$ cat src/rtl/nor_tt_sequencer_pkg.sv
// Shared state encodings, truth-table constants and helpers for the truth-table sequencer.
// Latency: n/a (declarations only).
// Backpressure: n/a.
package nor_tt_sequencer_pkg;

    typedef enum logic [1:0] {
        ST_IDLE = 2'd0,
        ST_RUN  = 2'd1,
        ST_DONE = 2'd2
    } state_t;

    // Expected z per vector index {x,y}; bit i is the expected output for vector i.
    localparam logic [3:0] TT_NOR  = 4'b0001;
    localparam logic [3:0] TT_OR   = 4'b1110;
    localparam logic [3:0] TT_AND  = 4'b1000;
    localparam logic [3:0] TT_NAND = 4'b0111;

    localparam logic [2:0] ERR_CNT_MAX = 3'd4;

    // Error counter increment that never passes the number of vectors.
    function automatic logic [2:0] err_cnt_inc(input logic [2:0] cnt);
        return (cnt >= ERR_CNT_MAX) ? cnt : cnt + 3'd1;
    endfunction

endpackage

$ cat src/rtl/nor_tt_sequencer_hold_timer.sv
// Hold counter for one test vector; flags the last cycle of each hold window.
// Latency: last is a combinational decode of the registered count (same cycle).
// Backpressure: none; clr has priority over en.
//
// Ports:
//   clk, rst : clock, asynchronous active-high reset
//   clr      : force the count to zero
//   en       : advance the count; wraps to zero after the terminal value
//   last     : count equals HOLD_CYCLES-1
module hold_timer #(
    parameter int HOLD_CYCLES = 4
) (
    input  logic clk,
    input  logic rst,
    input  logic clr,
    input  logic en,
    output logic last
);

    localparam int CW = $clog2(HOLD_CYCLES + 1);
    localparam logic [CW-1:0] TERM = CW'(HOLD_CYCLES - 1);

    logic [CW-1:0] cnt;

    assign last = (cnt == TERM);

    // The count restarts at zero on the terminal edge so it never reaches HOLD_CYCLES.
    always_ff @(posedge clk or posedge rst) begin
        if (rst) begin
            cnt <= '0;
        end else if (clr) begin
            cnt <= '0;
        end else if (en) begin
            cnt <= last ? '0 : cnt + CW'(1);
        end
    end

endmodule

$ cat src/rtl/nor_tt_sequencer.sv
// Truth-table sequencer: steps a 2-input gate through 00,01,10,11 and checks z against EXP_TT.
// Latency: busy for 4*HOLD_CYCLES cycles after the start edge, then a one-cycle done pulse.
// Backpressure: none; start is ignored unless idle, abort cancels a run on the next edge.
//
// Ports:
//   clk, rst        : clock, asynchronous active-high reset
//   start, abort    : begin a run (idle only) / cancel a run (wins over start)
//   z               : gate-under-test output, sampled on the last cycle of each hold
//   x, y            : gate inputs, {x,y} = current vector index while busy, else 0
//   busy, done      : vectors being applied / one-cycle completion pulse
//   pass            : last completed run had no mismatches
//   err_cnt         : number of mismatching vectors so far in the current/last run
//   err_mask        : bit i set when vector i mismatched
module nor_tt_sequencer
    import nor_tt_sequencer_pkg::*;
#(
    parameter int         HOLD_CYCLES = 4,
    parameter logic [3:0] EXP_TT      = TT_NOR
) (
    input  logic       clk,
    input  logic       rst,
    input  logic       start,
    input  logic       abort,
    input  logic       z,
    output logic       x,
    output logic       y,
    output logic       busy,
    output logic       done,
    output logic       pass,
    output logic [2:0] err_cnt,
    output logic [3:0] err_mask
);

    state_t     state,        state_nxt;
    logic [1:0] idx,          idx_nxt;
    logic [2:0] err_cnt_nxt;
    logic [3:0] err_mask_nxt;
    logic       pass_nxt;
    logic       hold_last;

    // Count only while vectors are applied; an abort returns the counter to zero with the FSM.
    hold_timer #(
        .HOLD_CYCLES(HOLD_CYCLES)
    ) u_hold_timer (
        .clk  (clk),
        .rst  (rst),
        .clr  ((state != ST_RUN) || abort),
        .en   (state == ST_RUN),
        .last (hold_last)
    );

    assign busy = (state == ST_RUN);
    assign done = (state == ST_DONE);
    assign x    = busy & idx[1];
    assign y    = busy & idx[0];

    always_ff @(posedge clk or posedge rst) begin
        if (rst) begin
            state    <= ST_IDLE;
            idx      <= 2'd0;
            err_cnt  <= 3'd0;
            err_mask <= 4'd0;
            pass     <= 1'b0;
        end else begin
            state    <= state_nxt;
            idx      <= idx_nxt;
            err_cnt  <= err_cnt_nxt;
            err_mask <= err_mask_nxt;
            pass     <= pass_nxt;
        end
    end

    always_comb begin
        state_nxt    = state;
        idx_nxt      = idx;
        err_cnt_nxt  = err_cnt;
        err_mask_nxt = err_mask;
        pass_nxt     = pass;

        case (state)
            ST_IDLE: begin
                if (start && !abort) begin
                    state_nxt    = ST_RUN;
                    idx_nxt      = 2'd0;
                    err_cnt_nxt  = 3'd0;
                    err_mask_nxt = 4'd0;
                    pass_nxt     = 1'b0;
                end
            end

            ST_RUN: begin
                // The sample on the final hold edge is kept even if abort lands on that edge.
                if (hold_last && (z != EXP_TT[idx])) begin
                    err_mask_nxt[idx] = 1'b1;
                    err_cnt_nxt       = err_cnt_inc(err_cnt);
                end

                if (abort) begin
                    state_nxt = ST_IDLE;
                    idx_nxt   = 2'd0;
                    pass_nxt  = 1'b0;
                end else if (hold_last) begin
                    if (idx == 2'd3) begin
                        state_nxt = ST_DONE;
                        idx_nxt   = 2'd0;
                        pass_nxt  = (err_cnt_nxt == 3'd0);
                    end else begin
                        idx_nxt = idx + 2'd1;
                    end
                end
            end

            ST_DONE: begin
                state_nxt = ST_IDLE;
            end

            default: begin
                state_nxt = ST_IDLE;
            end
        endcase
    end

endmodule

$ cat config.mk
export PLATFORM = sky130hd
export DESIGN_NAME = nor_tt_sequencer
export DESIGN_NICKNAME = d
export VERILOG_FILES = /design/src/rtl/nor_tt_sequencer_pkg.sv /design/src/rtl/nor_tt_sequencer_hold_timer.sv /design/src/rtl/nor_tt_sequencer.sv
export SDC_FILE = /design/constraint.sdc
export NUM_CORES = 1
export LEC_CHECK = 0
export ABC_AREA = 1
export CORE_UTILIZATION = 35
export CTS_CLUSTER_DIAMETER = 40
export DETAILED_ROUTE_END_ITERATION = 6
export PLACE_DENSITY_LB_ADDON = 0.1
export SYNTH_ARGS = -nofsm -noshare
export SYNTH_HDL_FRONTEND = slang
export SYNTH_HIERARCHICAL = 1
export SYNTH_SLANG_ARGS = --single-unit
$ cat constraint.sdc
create_clock -name clk -period 1.9 [get_ports clk]
set_input_delay 0.285 -clock clk [delete_from_list [all_inputs] [get_ports clk]]
set_output_delay 0.285 -clock clk [all_outputs]
set_load 0.01 [all_outputs]
; After elaboration in Yosys (flattened, before gate mapping)
; Index checks and enable logic that the tools add are counted.
; Widths: inputs -> output; s select.
[classes]
reduce_logical = 14
n_addsub = 3
muxes = 30
magnitude_cmp = 3
eq_ne = 10
n_bitwise = 3
[ops]
columns = operator, count
row1 = $mux 3, 7
row2 = $mux 2, 8
row3 = $reduce_and 3->1, 3
row4 = $mux 4, 2
row5 = $pmux 2 s2, 2
row6 = $pmux 4 s2, 1
row7 = $add 3x1->3 const B, 2
row8 = $mux 1, 6
row9 = $ne 3x2->1 const B, 2
row10 = $pmux 3 s2, 1
row11 = $eq 2x2->1 const B, 2
row12 = $ne 2x1->1 const B, 2
row13 = $or 4x4->4, 1
row14 = $reduce_and 4->1, 1
row15 = $reduce_bool 2->1, 2
row16 = $eq 3x2->1 const B, 1
row17 = $ge 3x3->1 const B, 1
row18 = $logic_and 1x1->1, 3
row19 = $logic_not 3->1, 1
row20 = $lt 2x3->1 const B, 1
row21 = $add 2x1->2 const B, 1
row22 = $and 1x1->1, 2
row23 = $bmux 1 s2, 1
row24 = $demux 1 s2, 1
row25 = other kinds (9), 9
[word_totals]
ff_bits = 15
out_inout_bits = 12
input_bits = 5

; Depth between registers and ports, before layout
; Gate-level depths: netlist (run 1).
[logic_depth]
ltp_word = 11
depth_mapped = 10
depth_no_buf = 10

; Hierarchy
; Netlist (run 1), hierarchy kept.
[by_module_without_submodules]
columns = module, area_each_um2, cells_each, seq_area_each_um2, n_inst
row1 = nor_tt_sequencer, 726.9, 94, 300.3, 1
row2 = hold_timer, 156.4, 21, 75.1, 1

; Least setup slack after synthesis (run 1)
; Ideal clock, no wire load.
[synth_path]
kind = flip-flop to flip-flop
from = register idx[0]
to = register pass
setup_ps = 119
n_path_buf = 0
stages_incl_launch_ff = 11
t_required_ps = 1781
synth_period_minus_slack_ps = 1362
t_arrival_ps = 1243
setup_slack_ps = 538
path_cell_list = dfrtp_1 -> inv_1 -> ha_1 -> nand2_1 -> nand2_1 -> nor2_1 -> nand2_1 -> nand2_1 -> nor2_1 -> nand2_1 -> nand2_1
[synth_via]
elab_chain_cells = 11
word_cells_on_any_way = 14
classes_between = eq/ne: 3 / mux: 8 / reduce/logical: 3
[synth_lines]
columns = element, line_no
row1 = "start, declared", nor_tt_sequencer.sv:35  ; logic [1:0] idx, idx_nxt;
row2 = "start signal, assigned", nor_tt_sequencer.sv:66  ; idx <= idx_nxt;
row3 = $bmux 1 s2, nor_tt_sequencer.sv:93  ; if (hold_last && (z != EXP_TT[idx])) begin
row4 = $mux 1 (implied by the code), nor_tt_sequencer.sv:93
row5 = $ne 1x1->1, nor_tt_sequencer.sv:93
row6 = $logic_and 1x1->1, nor_tt_sequencer.sv:93
row7 = $mux 3, nor_tt_sequencer.sv:93
row8 = $mux 3, nor_tt_sequencer.sv:80  ; case (state)
row9 = $logic_not 3->1, nor_tt_sequencer.sv:106  ; pass_nxt = (err_cnt_nxt == 3'd0);
row10 = $mux 1, nor_tt_sequencer.sv:103  ; if (idx == 2'd3) begin
row11 = $mux 1, nor_tt_sequencer.sv:102  ; end else if (hold_last) begin
row12 = $mux 1, nor_tt_sequencer.sv:98  ; if (abort) begin
row13 = $pmux 1 s2, nor_tt_sequencer.sv:80
row14 = "end signal, assigned", nor_tt_sequencer.sv:69  ; pass <= pass_nxt;
row15 = "end, declared", nor_tt_sequencer.sv:29  ; output logic pass,
; Parallel ways exist; a longest one is shown, timed or not. The select of a mux whose other input is x is not followed.
; A chain may end at the register's enable or synchronous reset.

; Final worst setup path (run 1)
[layout_path]
from = register state[1]
to = output port done
[layout_via]
elab_chain_cells = 1
[layout_lines]
columns = element, line_no
row1 = "start, declared", nor_tt_sequencer.sv:34  ; state_t state, state_nxt;
row2 = "start signal, assigned", nor_tt_sequencer.sv:65  ; state <= state_nxt;
row3 = $eq 2x2->1, nor_tt_sequencer.sv:53  ; assign done = (state == ST_DONE);
row4 = "end, declared", nor_tt_sequencer.sv:28  ; output logic done,
; Every way passes these cells.

==> results of run 1 <==
[critical path, delay by kind of cell (launching register included)]
family / cells / cell delay, ns
flip-flops: 1 / 0.43
AND/OR/NAND/NOR: 1 / 0.09
buffers and inverters: 2 / 0.60
[synth_stat cells (all sizes together)]
cell type and n:
nand2 37, ha 7, o21ai 18, nand3 5, nor2 14, inv 17
clkinv 1, dfrtp 15, nand4 1
[per-stage QoR]
step	util, %	total power, W	hold WS (ns)	area [um^2]	instances
6_report	49.0	0.00122	0.184	1130	165
5_1_grt	49.0	0.00134	0.211	1130	165
4_1_cts	48.7	0.00125	0.175	1120	165
3_5_place_dp	47.6	0.00106	0.482	1090	161
3_3_place_gp	47.6	0.00106	0.469	1090	161
2_1_floorplan	-	0.000827	0.0386	883	115
[registers in the layout (all words and copies together), names as in the netlist]
register and flops:
err_mask 4, u_hold_timer/cnt 3, idx 2, pass 1, err_cnt 3, state 2
[cell type report]
type / count / area, um^2 / share of cell area (%)
clock buffers: 4 / 26.3 / 2.33
well taps: 28 / 35.0 / 3.11
flip-flops and latches: 15 / 377 / 33.4
multi-input cells: 82 / 439 / 39.0
repair buffers: 18 / 180 / 16.0
inverters: 18 / 68.8 / 6.11
[worst paths after layout]
| kind | depth (start not counted) | end | startpoint | slack [ns] |
|---|---|---|---|---|
| setup / recovery | 3 | done | state[1] | 0.21 |
| hold / removal | 2 | u_hold_timer/cnt[2] | rst | 0.18 |
| setup reg to reg | 7 | err_mask[1] | idx[0] | 0.35 |
| hold reg to reg | 2 | u_hold_timer/cnt[1] | u_hold_timer/cnt[1] | 0.50 |
| max in group asynchronous | 2 | state[1] | rst | 1.24 |
| min in group clk | 2 | u_hold_timer/cnt[1] | u_hold_timer/cnt[1] | 0.50 |
[logic make-up (layout without fill, tap and decap cells)]
logic type | after synthesis | count (layout) | share of synthesized area [%]
flip-flops | 15 | 15 | 42.5
AND/OR/NAND/NOR | 57 | 57 | 28.8
buffers and inverters | 18 | 40 | 7.79
AO/OA/AOI/OAI | 18 | 18 | 11.0
adder cells (fa/ha/maj) | 7 | 7 | 9.91
[metal layers]
layer | wire length (um) | GRT usage [%] | up-vias
met5 | 0 | 0 | -
li1 | - | - | 401
met4 | 13 | 2.63 | 0
met1 | 856 | 20.4 | 335
met3 | 73 | 5.22 | 2
met2 | 790 | 25.2 | 17
[power groups by stage]
stage	clock network, W	registers, W	logic [W]
2_1_floorplan	0	0.000466	0.000361
3_3_place_gp	0	0.000459	0.000600
3_5_place_dp	0	0.000461	0.000598
4_1_cts	0.000192	0.000454	0.000600
5_1_grt	0.000205	0.000466	0.000671
6_report	0.000181	0.000455	0.000588
==> impl_metrics.tcl, run 1 <==
set metrics [dict create \
    htreeDepth 1 \
    vdd_drop_max_mv 0.701 \
    start_util_pct 38.5 \
    relSlewSlack_pct 69.2 \
    cts_tree "done" \
    holdCritPathClass "in2async" \
    overflow 0 \
    worstSetupPathType "reg2out" \
    p_leak_nw 0.600 \
    fin_crit_sh_pct 89.0 \
    cp_data_required_time_ns 1.62 \
    comb_power_share_pct 48.0 \
    grt_max_degree 13 \
    drc 0 \
    vias 755 \
    internal_power_w 0.000717 \
    wl_per_cell_um 10.5 \
    rsz0062_at_grt "false" \
    postRouteWirelength_um 1730 \
    drtIter0Drc 32 \
    antennaDiodeCount 0 \
    seqPwrFrac_pct 37.2 \
    cp_max_fo 3 \
    crit_path_start_kind "flip-flop" \
    setup_violations 0 \
    tightestPinTransition_ns 0.461 \
    gp_congestion 0.795 \
    num_rows 17 \
    die_h_um 52.2 \
    critPathArrivalTime_ns 1.41 \
    final_hold_viol_count 0 \
    ys_warn_count 6 \
    numClockSinks 15 \
    synth.largest_area_cell "dfrtp_1" \
    crit_slowest_cell "clkdlybuf4s50_1" \
    die_area_um2 2730 \
    skew_ns 0.00915 \
    drt_pass1_iterations 4 \
    fin_ws_ns 0.209 \
    fmax_ghz 0.591 \
    grt_pass1_wl_um 3090 \
    clkTransAtPathRegs_ns 0.09 \
    synth_cells 115 \
    pre_cts_ws_ns 0.333 \
    final_common_cell "nand2_1" \
    grt_pass1_vias 720 \
    cts_hold_buf 0 \
    synth_area_per_cell_um2 7.68 \
    synth.area.top_cells "dfrtp_1 42%, nand2_1 15%, ha_1 9.9%" \
    dpl.hpwl_um 1410 \
    critPathMaxStageDelay_ns 0.55 \
    grt_use_total_pct 15.6 \
    slew_violations 0 \
    synth_top_area_share_pct 42.5 \
    syn-cell-area_um2 883 \
    clkPwrFrac_pct 14.8 \
    clock_path_buffers 2 \
    powerDensity_nw_per_um2 1090 \
    ctsResizeCount 0 \
    outcome "finished clean" \
    vias_per_cell 4.58 \
    numCtsBuffers 3 \
    switching_share_pct 41.4 \
    min_period_ns 1.69 \
    yosys.cell_types.count 16 \
    drive_gt1_share_pct 11.7 \
    cts_root_buf "clkbuf_4" \
    antenna_found_initial 0 \
    port_buffers 16 \
    fill_cells 229 \
    seq_area_frac_synth_pct 42.5 \
    fin_tns_setup_ns 0 \
    drtAntennaViolNets 0 \
    io_pins 17 \
    drv.max_cap_violation_count 0 \
    p_switching_w 0.000507 \
    clock_latency_ns 0.28 \
    ys_ff_latch 15 \
    die_x_um 52.2 \
    crit_chain "inv_2, nor2_1, clkdlybuf4s50_1" \
    cp-end-kind "output port" \
    synth_fp_nets 127 \
    cts_setup_buffers 0 \
    synthToLayoutAreaGrowth_pct 27.5 \
    core-area_um2 2300 \
    finalNetCount 150 \
    layout_common_cells "35 x nand2_1, 15 x inv_1, 14 x o21ai_0, 14 x dfrtp_1, 14 x clkdlybuf4s50_1" \
]
No activity file was read; power rests on OpenSTA's default activity.
==> run 2: changes to the inputs <==
--- a/config.mk
+++ b/config.mk
@@ -6,9 +6,10 @@
 export NUM_CORES = 1
 export LEC_CHECK = 0
 export ABC_AREA = 1
-export CORE_UTILIZATION = 35
+export CORE_UTILIZATION = 50
 export CTS_CLUSTER_DIAMETER = 40
 export DETAILED_ROUTE_END_ITERATION = 6
+export GPL_ROUTABILITY_DRIVEN = 0
 export PLACE_DENSITY_LB_ADDON = 0.1
 export SYNTH_ARGS = -nofsm -noshare
 export SYNTH_HDL_FRONTEND = slang
==> impl_metrics.tcl, run 2 (synthesized netlist as in run 1, its figures left out) <==
set metrics [dict create \
    outcome "finished clean" \
    drc 0 \
    numCtsBuffers 3 \
    crit_path_start_kind "flip-flop" \
    grt_pass1_wl_um 2950 \
    tightestPinTransition_ns 0.470 \
    die_h_um 44.0 \
    cts_setup_buffers 0 \
    drtIter0Drc 16 \
    drive_gt1_share_pct 11.1 \
    dp_cells 147 \
    holdCritPathClass "in2async" \
    numClockSinks 15 \
    fin_tns_setup_ns 0 \
    p_switching_w 0.000511 \
    skew_ns 0.000582 \
    switching_share_pct 42.1 \
    drt_pass1_iterations 6 \
    core-area_um2 1580 \
    finalNetCount 148 \
    comb_power_share_pct 47.2 \
    reg_top3 "err_mask x4, err_cnt x3, u_hold_timer/cnt x3" \
    vdd_drop_max_mv 0.724 \
    cp_max_fo 3 \
    drtAntennaViolNets 0 \
    cts_tree "done" \
    postRouteWirelength_um 1660 \
    vias 770 \
    powerDensity_nw_per_um2 1110 \
    worstSetupPathType "reg2out" \
    htreeDepth 1 \
    num_rows 14 \
    clkPwrFrac_pct 15.2 \
    relSlewSlack_pct 68.6 \
    setup_violations 0 \
    grt_max_degree 14 \
    fin_crit_sh_pct 97.2 \
    antenna_found_initial 0 \
    clkTransAtPathRegs_ns 0.09 \
    pre_cts_ws_ns 0.332 \
    grt_use_total_pct 20.9 \
    cp-end-kind "output port" \
    fin_ws_ns 0.0525 \
    port_buffers 16 \
    largest_reg_flops 4 \
    clock_latency_ns 0.29 \
    min_period_ns 1.85 \
    io_pins 17 \
    drv.max_cap_violation_count 0 \
    clock_path_buffers 2 \
    rsz0062_at_grt "false" \
    final_util_pct 69.4 \
    dpl.hpwl_um 1280 \
    start_util_pct 56.0 \
    layout_common_cells "35 x nand2_1, 15 x inv_1, 15 x clkdlybuf4s50_1, 14 x o21ai_0, 14 x dfrtp_1" \
    largest_register "err_mask" \
    slew_violations 0 \
    die_area_um2 1940 \
    critPathArrivalTime_ns 1.56 \
    p_leak_nw 0.574 \
    final_hold_viol_count 0 \
    cp_data_required_time_ns 1.62 \
    die_x_um 44.0 \
    final_common_cell "nand2_1" \
    internal_power_w 0.000703 \
    seqPwrFrac_pct 37.6 \
    synthToLayoutAreaGrowth_pct 23.9 \
    antennaDiodeCount 0 \
    instances_no_fill 151 \
    vias_per_cell 5.10 \
    wl_per_cell_um 11.0 \
    grt_pass1_vias 714 \
    cts_root_buf "clkbuf_4" \
    overflow 0 \
    fmax_ghz 0.541 \
]
[run 2: cell type report]
| class | count | area [um^2] |
|---|---|---|
| Multi-Input combinational cell | 82 | 439 |
| Tap cell | 16 | 20.0 |
| Clock inverter | 1 | 5.00 |
| Sequential cell | 15 | 377 |
| Timing Repair Buffer | 16 | 163 |
| Inverter | 18 | 68.8 |
| Clock buffer | 3 | 22.5 |
| Fill cell | 132 | 482 |
[run 2: per-layer routing]
layer | up-vias | GRT usage [%] | part of all wire [%]
met1 | 350 | 28.0 | 47
met3 | 5 | 2.45 | 2.7
met5 | - | 0 | 0
met4 | 0 | 10.9 | 2.0
li1 | 401 | - | -
met2 | 14 | 33.5 | 48
[run 2: worst paths after layout]
kind,slack [ns],startpoint,cells past startpoint,endpoint
setup reg to reg,0.34,idx[0],7,err_mask[1]
max in group asynchronous,1.23,rst,2,state[1]
hold reg to reg,0.49,u_hold_timer/cnt[1],2,u_hold_timer/cnt[1]
hold / removal,0.17,rst,2,u_hold_timer/cnt[1]
setup / recovery,0.05,state[1],4,x
min in group clk,0.49,u_hold_timer/cnt[1],2,u_hold_timer/cnt[1]
[run 2: power by group through the flow]
stage | sequential [W] | clock, W | combinational [W]
detailed placement | 0.000462 | 0 | 0.000574
CTS | 0.000456 | 0.000193 | 0.000577
finish | 0.000456 | 0.000185 | 0.000574
global placement | 0.000458 | 0 | 0.000564
floorplan | 0.000466 | 0 | 0.000361
global route | 0.000469 | 0.000204 | 0.000650
[run 2: metrics by stage]
step                hold WS [ns]  power (W)  instance area [um^2]
floorplan                 0.0386   0.000827                   883
global placement           0.469    0.00102                  1060
detailed placement         0.474    0.00104                  1060
CTS                        0.167    0.00123                  1090
global route               0.188    0.00132                  1090
finish                     0.170    0.00121                  1090
[run 2: what timing repair did]
item | 4_1_cts | 5_1_grt
hold buffers | 0 | 0
gates resized for setup | 0 | 2
setup endpoints to repair | 0 | 2
[run 2: critical path: stages (launching register included)]
cell             delay, ns
dfrtp_2               0.46
inv_2                 0.08
nand2_1               0.09
nor2_1                0.11
clkdlybuf4s50_1       0.54
==> run 3: changes to the inputs <==
--- a/config.mk
+++ b/config.mk
@@ -13,5 +13,4 @@
 export PLACE_DENSITY_LB_ADDON = 0.1
 export SYNTH_ARGS = -nofsm -noshare
 export SYNTH_HDL_FRONTEND = slang
-export SYNTH_HIERARCHICAL = 1
 export SYNTH_SLANG_ARGS = --single-unit
==> impl_metrics.tcl, run 3 <==
set metrics [dict create \
    outcome "finished with violations" \
    failed_checks "design-rule violations" \
    die_h_um 44.2 \
    crit_path_start_kind "flip-flop" \
    clkTransAtPathRegs_ns 0.10 \
    critPathArrivalTime_ns 1.57 \
    fmax_ghz 0.540 \
    numCtsBuffers 3 \
    dpl.hpwl_um 1300 \
    drv.max_cap_violation_count 0 \
    htreeDepth 1 \
    synth_most_common_cell "nand2_1" \
    clock_latency_ns 0.29 \
    syn-cell-area_um2 888 \
    cp-end-kind "output port" \
    final_hold_viol_count 0 \
    vias_per_cell 5.03 \
    fin_tns_setup_ns 0 \
    vias 759 \
    seq_area_frac_synth_pct 42.3 \
    grt_max_degree 16 \
    place_area_um2 1070 \
    r2r-end "err_mask[1]" \
    drtAntennaViolNets 0 \
    design_area_um2 1100 \
    synth.largest_area_cell "dfrtp_1" \
    drt_pass1_iterations 7 \
    finalNetCount 148 \
    holdCritPathClass "in2async" \
    reg2reg_depth 7 \
    skew_ns 0.00646 \
    yosys.cell_types.count 17 \
    die_area_um2 1950 \
    core-area_um2 1580 \
    ff2ff_setup_slack_ns 0.29 \
    crit_end "busy" \
    wl_per_cell_um 11.6 \
    design_power_total_w 0.00148 \
    synthTopCellsByCount "29 x nand2_1, 19 x inv_1, 18 x nor2_1" \
    tightestPinTransition_ns 0.593 \
    drtIter0Drc 21 \
    die_x_um 44.2 \
    rsz0062_at_grt "false" \
    largest_reg_flops 4 \
    synth.area.top_cells "dfrtp_1 42%, nand2_1 12%, ha_1 9.9%" \
    cp_data_required_time_ns 1.62 \
    slew_violations 0 \
    cp_max_fo 9 \
    ys_ff_latch 15 \
    setup_violations 0 \
    synth_top_area_share_pct 42.3 \
    powerDensity_nw_per_um2 1340 \
    grt_use_total_pct 20.6 \
    synthToLayoutAreaGrowth_pct 23.9 \
    reg_top3 "err_mask x4, err_cnt x3, u_hold_timer.cnt x3" \
    layout_common_cells "29 x nand2_1, 19 x inv_1, 18 x nor2_1, 14 x dfrtp_1, 14 x clkdlybuf4s50_1" \
    vdd_drop_max_mv 0.788 \
    fin_ws_ns 0.0494 \
    final_common_cell "nand2_1" \
    overflow 0 \
    num_rows 14 \
    drive_gt1_share_pct 9.63 \
    io_pins 17 \
    grt_pass1_vias 674 \
    synth-edff-count 0 \
    antennaDiodeCount 0 \
    largest_register "err_mask" \
    worstSetupPathType "reg2out" \
    ys_async_sr_fraction_pct 100 \
    ys_warn_count 0 \
    p_leak_nw 0.586 \
    cts_root_buf "clkbuf_4" \
    synth_fp_nets 127 \
    port_buffers 16 \
    synth_cells 115 \
    fin_crit_sh_pct 97.4 \
    start_util_pct 56.3 \
    rr_startpoint "idx[0]" \
    relSlewSlack_pct 60.4 \
    drc 1 \
    grt_pass1_wl_um 2950 \
    numClockSinks 15 \
    ys.flop_type "dfrtp_1" \
    postRouteWirelength_um 1750 \
    cts_setup_buffers 0 \
    cts_tree "done" \
    crit_start "state[1]" \
    antenna_found_initial 0 \
    min_period_ns 1.85 \
    synth_area_per_cell_um2 7.72 \
    pre_cts_ws_ns 0.315 \
    clock_path_buffers 2 \
]
run 3: cell types whose count changed after synthesis, moves of 4 or more:
cell,delta
nor2_1,+7
o21ai_0,-7
nand2_1,-6
inv_1,+4
run 3: worst max-delay path: stages (launching register included):
cell and delay, ns:
dfrtp_1 0.39, inv_1 0.13, nand2_4 0.12, inv_4 0.10, clkdlybuf4s50_1 0.53
run 3: metal layers:
metal  track usage [%]  wire length, um
met5                 0                0
met4              9.09               34
met3              3.67               78
met2              32.1              746
met1              28.3              893
run 3: timing repair:
action / in CTS / in global routing
hold buffers: 0 / 0
endpoints found under the setup margin: 0 / 3
resized for setup: 0 / 3
run 3: kinds of logic after synthesis:
kind of cell	count (synthesis)	share of synthesized area, %
simple gates	62	31.7
buf+inv	20	8.73
compound gates	11	7.46
fa+ha+maj	7	9.86
flops	15	42.3
run 3: through the flow:
step	cells	hold slack [ns]	util, %
after global routing	151	0.414	69.8
after global placement	147	0.431	67.8
after floorplan	115	0.186	-
after CTS	151	0.373	69.4
after detailed placement	147	0.436	67.8
final	151	0.345	69.8
run 3: worst min-delay path by stage:
| stage | from | endpoint | slack, ns | cells past startpoint |
|---|---|---|---|---|
| floorplan | rst | err_cnt[0] | 0.19 | 1 |
| global placement | u_hold_timer.cnt[0] | u_hold_timer.cnt[0] | 0.43 | 1 |
| detailed placement | u_hold_timer.cnt[0] | u_hold_timer.cnt[0] | 0.44 | 1 |
| CTS | rst | err_mask[2] | 0.37 | 2 |
| global route | rst | err_mask[2] | 0.41 | 2 |
| finish | rst | err_cnt[1] | 0.34 | 2 |
run 3: power by group:
part	total [W]	switching, W	internal (W)
clock network	0.000193	0.000111	0.0000818
registers	0.000520	0.000102	0.000418
logic	0.000762	0.000438	0.000325
total	0.00148	0.000651	0.000824
run 3: cell type report:
| class | instances | area [um^2] |
|---|---|---|
| multi-input cells | 80 | 435 |
| repair buffers | 16 | 165 |
| inverters | 20 | 77.6 |
| clock buffers | 4 | 26.3 |
| fillers | 131 | 475 |
| flip-flops and latches | 15 | 377 |
| well taps | 16 | 20.0 |
